$ cat config.mk
export PLATFORM = sky130hd
export DESIGN_NAME = simple_fi_array
export DESIGN_NICKNAME = d
export VERILOG_FILES = /design/src/rtl/simple_fi_array.sv
export SDC_FILE = /design/constraint.sdc
export NUM_CORES = 1
export LEC_CHECK = 0
export CORE_UTILIZATION = 48
export CTS_BUF_LIST = sky130_fd_sc_hd__clkbuf_4 sky130_fd_sc_hd__clkbuf_8
export DETAILED_ROUTE_END_ITERATION = 16
export GPL_ROUTABILITY_DRIVEN = 0
export PLACE_DENSITY_LB_ADDON = 0.2
export SLEW_MARGIN = 5
export SYNTH_ARGS = -nofsm -noshare
export SYNTH_HDL_FRONTEND = slang
export SYNTH_SLANG_ARGS = --single-unit
$ cat constraint.sdc
create_clock -name clk -period 2.3 [get_ports clk]
set_input_delay 0.345 -clock clk [delete_from_list [all_inputs] [get_ports clk]]
set_output_delay 0.345 -clock clk [all_outputs]
set_load 0.01 [all_outputs]
$ cat src/rtl/simple_fi_array.sv
// simple_fi_array: multi-lane registered NAND/AND datapath with a timed fault-injection controller
module simple_fi_array #(
    parameter int WIDTH  = 8,
    parameter int STAGES = 1,
    parameter int CNT_W  = 16
) (
    input  logic             clk,
    input  logic             rst,
    input  logic [WIDTH-1:0] in1,
    input  logic [WIDTH-1:0] in2,
    input  logic [WIDTH-1:0] in3,
    output logic [WIDTH-1:0] n2,
    output logic [WIDTH-1:0] q,
    input  logic             fi_start,
    input  logic             fi_abort,
    input  logic [1:0]       fi_mode,
    input  logic [WIDTH-1:0] fi_mask,
    input  logic [CNT_W-1:0] fi_delay,
    input  logic [CNT_W-1:0] fi_duration,
    output logic             fi_busy,
    output logic             fi_active,
    output logic             fi_done
);
    typedef enum logic [1:0] {S_IDLE, S_WAIT, S_INJECT} state_t;
    state_t             state, state_n;
    logic [WIDTH-1:0]   in1_r, in2_r, in3_r, mask_r, raw, m;
    logic [WIDTH-1:0]   pipe [STAGES];
    logic [1:0]         mode_r;
    logic [CNT_W-1:0]   cnt, cnt_n, dur_r;
    logic               done_r, done_n, ld;

    assign raw       = ~(in1_r & in2_r) & in3_r;
    assign m         = fi_active ? mask_r : '0;
    assign n2        = mode_r == 2'b01 ? raw & ~m :
                       mode_r == 2'b10 ? raw | m  :
                       mode_r == 2'b11 ? raw ^ m  : raw;
    assign q         = pipe[STAGES-1];
    assign fi_busy   = state != S_IDLE;
    assign fi_active = state == S_INJECT;
    assign fi_done   = done_r;

    // operand capture and output pipeline carrying the (possibly faulted) n2
    always_ff @(posedge clk or posedge rst) begin
        if (rst) begin
            in1_r <= '0;
            in2_r <= '0;
            in3_r <= '0;
            for (int s = 0; s < STAGES; s++) pipe[s] <= '0;
        end else begin
            in1_r <= in1;
            in2_r <= in2;
            in3_r <= in3;
            pipe[0] <= n2;
            for (int s = 1; s < STAGES; s++) pipe[s] <= pipe[s-1];
        end
    end

    // controller state, shared delay/duration counter and latched configuration
    always_ff @(posedge clk or posedge rst) begin
        if (rst) begin
            state  <= S_IDLE;
            cnt    <= '0;
            done_r <= 1'b0;
            mode_r <= '0;
            mask_r <= '0;
            dur_r  <= '0;
        end else begin
            state  <= state_n;
            cnt    <= cnt_n;
            done_r <= done_n;
            if (ld) begin
                mode_r <= fi_mode;
                mask_r <= fi_mask;
                dur_r  <= fi_duration;
            end
        end
    end

    // next state: the counter holds the remaining delay in WAIT and remaining faulted cycles in INJECT
    always_comb begin
        state_n = state;
        cnt_n   = cnt;
        done_n  = 1'b0;
        ld      = 1'b0;
        case (state)
            S_IDLE: if (fi_start && !fi_abort) begin
                ld      = 1'b1;
                state_n = fi_delay == '0 ? S_INJECT : S_WAIT;
                cnt_n   = fi_delay == '0 ? fi_duration : fi_delay;
            end
            S_WAIT: begin
                state_n = fi_abort ? S_IDLE : cnt == CNT_W'(1) ? S_INJECT : S_WAIT;
                cnt_n   = cnt == CNT_W'(1) ? dur_r : cnt - CNT_W'(1);
            end
            S_INJECT: if (fi_abort) state_n = S_IDLE;
            else if (dur_r != '0) begin
                state_n = cnt == CNT_W'(1) ? S_IDLE : S_INJECT;
                done_n  = cnt == CNT_W'(1);
                cnt_n   = cnt - CNT_W'(1);
            end
            default: state_n = S_IDLE;
        endcase
    end
endmodule

==> impl_results.md <==
- Status: finished with violations
- Failing checks: negative setup slack
- Mapped Area: 0.004183 mm²
- Clk buf depth: 2
- Vias per cell: 5.882
- Tcrit/Tclk final: 105.1%
- Die Span X: 95.35 µm
- Grt ovf: 0
- CTS tree: done
- Setup ws final: -0.1184 ns
- Multi-input logic area: 0.002365 mm²
- Htree depth: 3
- Placed Cells: 600
- Crit start category: flop
- Post-synthesis sequential area ratio: 46.07%
- Starting Density: 50.15%
- Synth cell types: 57
- Crit end category: flop
- Syn Inst Count: 373
- Synth Register Bits: 77
- Core area: 0.008341 mm²
- Hpwl dp: 8636 µm
- Initial drt markers: 251
- Max Fclk: 413.5 MHz
- Row count: 33
- Post-synthesis xor/xnor area fraction: 1.047%
- DP Area: 0.005522 mm²
- Vias after detailed routing: 3,694
- Mapped Avg Cell Area: 11.21 µm²
- IO Pins: 89
- Relative slew slack: 54.66%
- First-pass GRT wire length: 19,150 µm
- Antenna-violating nets left: 0
- Synth Flop Type: dfrtp_1
- CP Class: reg -> reg
- Vias in the first global route: 3,858
- Detailed Routing Iterations Pass 1: 5
- CTS Buf Count: 9
- Min-delay worst type: in -> async
- Number of fill cells: 567
- Design Area, Final: 0.006203 mm²
- RSZ-0062 raised after global routing: true
- Synthesized Nets: 465
- Endpoints failing setup: 19
- EDFF count, synth: 0
- Clk_skew: 0.01326 ns
- Layout Cells excl Fill: 628
- PwrDens: 1166 mW/mm²
- Number of port buffers: 88
- Global Route Usage Sum: 28.57%
- Synth Area in Simple Gates: 13.10%
- CP Cell Sequence: or4_4, buf_6, o41ai_4, buf_4, a21oi_2, a221o_1, a32o_2
- Max-cap violations: 0
- # clock sinks: 77
- Post-cts hold buffer count: 0
- Post-Synth Adder-Cell Area: 6.581%
- Final hold vios: 0
- Most common cell after layout, fill and taps aside: clkdlybuf4s50_1
- Layout Area Growth over Synthesis: 48.31%
- Clock Latency Late Sink: 0.35 ns
- Largest family of logic cells by synthesized area: compound AO/OA/AOI/OAI gates
- Initial antenna violation count: 0
- Arrival time at the worst endpoint: 2.66 ns
- Tmin final: 2.418 ns
- Antenna cells: 0
- NumNets Final: 611
- Setup TNS: -1.009 ns
- Post-synthesis mux area share: 11.79%
- Register area: 0.001927 mm²
- Peak supply drop: 0.7126 mV
- Die height: 95.35 µm
- Tightest Pin Transition: 0.6802 ns
- Yosys warning total: 0
- Commonest cells after routing, fill and taps aside: clkdlybuf4s50_1 (79), dfrtp_1 (77), buf_4 (56)
- Worst path slowest cell: or4_4
- Worst path max stage delay: 0.57 ns
- WP data required: 2.54 ns
- Worst-path clk slew: 0.09 ns
- Total Routed Length: 12,350 µm
- Leakage power: 2.757 nW
- Die Area: 0.009092 mm²
- Routed wire length per instance: 19.66 µm
- Largest net degree at the start of global routing: 78
- Largest fanout on the critical path: 3
- Clock root cell: clkbuf_8
- Drt drc: 0
- Final slew viol count: 0
- Synth Area in Compound Gates: 16.33%
- Hold Slack: 0.4064 ns
- Async SR Flop Fraction: 100.0%
- Layout cells sized above 1: 34.03%
-- where the power goes --
part / internal [W] / switching, W
Combinational: 0.00192 / 0.00175
Sequential: 0.00183 / 0.000463
Clock: 0.000773 / 0.000498
Total: 0.00453 / 0.00271
-- stage by stage --
step	setup slack [ns]	utilization, %	total power (W)
floorplan	-0.02682	-	0.004061
global placement	-0.3385	66.20	0.005389
detailed placement	-0.4201	66.20	0.005480
CTS	-0.08417	72.68	0.006953
global route	-0.1766	74.38	0.007611
finish	-0.1184	74.38	0.007235
-- critical path, delay by kind of cell (launching register included) --
kind                   cells  cell delay, ns
buffers and inverters      2            0.34
DFF                        1            0.39
and+or+nand+nor            1            0.57
AOI/OAI and AO/OA          4            1.01
-- synthesized netlist by cell type (all sizes together) (3+ instances only) --
| library cell | instances | area [µm²] |
|---|---|---|
| dfrtp | 77 | 1927 |
| nand2 | 50 | 190.2 |
| inv | 29 | 108.9 |
| mux2 | 26 | 292.8 |
| ha | 22 | 275.3 |
| nor2 | 14 | 68.82 |
| a211oi | 12 | 90.09 |
| clkbuf | 12 | 45.04 |
| nor4 | 12 | 75.07 |
| o31ai | 12 | 115.1 |
| a221oi | 9 | 116.4 |
| mux4 | 8 | 180.2 |
| a21oi | 7 | 38.79 |
| nor3 | 7 | 35.03 |
| a211o | 6 | 52.55 |
| buf | 6 | 58.80 |
| o22ai | 6 | 37.54 |
| a31oi | 5 | 31.28 |
| or4 | 5 | 45.04 |
| a22o | 4 | 35.03 |
| nand4 | 4 | 25.02 |
| o21ai | 4 | 20.01 |
| a221o | 3 | 31.28 |
| or2 | 3 | 18.77 |
| xnor2 | 3 | 26.28 |
-- final timing paths --
check	from	endpoint	slack [ns]	cells after the start
max	cnt[3]$_DFFE_PP0P_	cnt[8]$_DFFE_PP0P_	-0.12	7
min	rst	cnt[15]$_DFFE_PP0P_	0.41	3
max reg2reg	cnt[3]$_DFFE_PP0P_	cnt[8]$_DFFE_PP0P_	-0.12	7
min reg2reg	dur_r[1]$_DFFE_PP0P_	dur_r[1]$_DFFE_PP0P_	0.54	1
max in group asynchronous	rst	in1_r[2]$_DFF_PP0_	1.49	3
min in group clk	in2[7]	in2_r[7]$_DFF_PP0_	0.43	1
-- metal layers --
layer | part of all wire, % | wire length, µm | vias up | global-route usage (%)
met3 | 7.4 | 911 | 51 | 8.453
met2 | 51 | 6333 | 175 | 50.54
li1 | - | - | 1677 | -
met1 | 38 | 4662 | 1791 | 32.40
met5 | 0 | 0 | - | 0
met4 | 3.5 | 438 | 0 | 10.48
-- logic make-up (layout without fill, tap and decap cells) --
logic type	Yosys count	after routing
and+or+nand+nor	107	108
AOI/OAI and AO/OA	79	79
DFF	77	77
buffers and inverters	47	196
muxes	36	36
adders and majority gates	22	22
xor gates and xnor gates	5	5
-- sequential cells by signal, summed over array words and instances (netlist names), 2 cells and up --
| name | flops |
|---|---|
| cnt | 16 |
| mask_r | 8 |
| in1_r | 8 |
| in3_r | 8 |
| in2_r | 8 |
| dur_r | 16 |
| q | 8 |
| mode_r | 2 |
| state | 2 |
-- repair_timing --
item,CTS,global route
buffers inserted,9,3
cloned,1,0
endpoints found under the setup margin,23,28
resized for setup,75,22
pin swaps,15,21
-- cell type report --
type,instances,share of cell area [%]
Multi-Input combinational cell,250,38.12
Sequential cell,77,31.06
Timing Repair Buffer,152,22.91
Clock buffer,11,2.440
Tap cell,105,2.118
Inverter,29,1.815
Clock inverter,4,1.533
(Power assumes the default switching activity.)
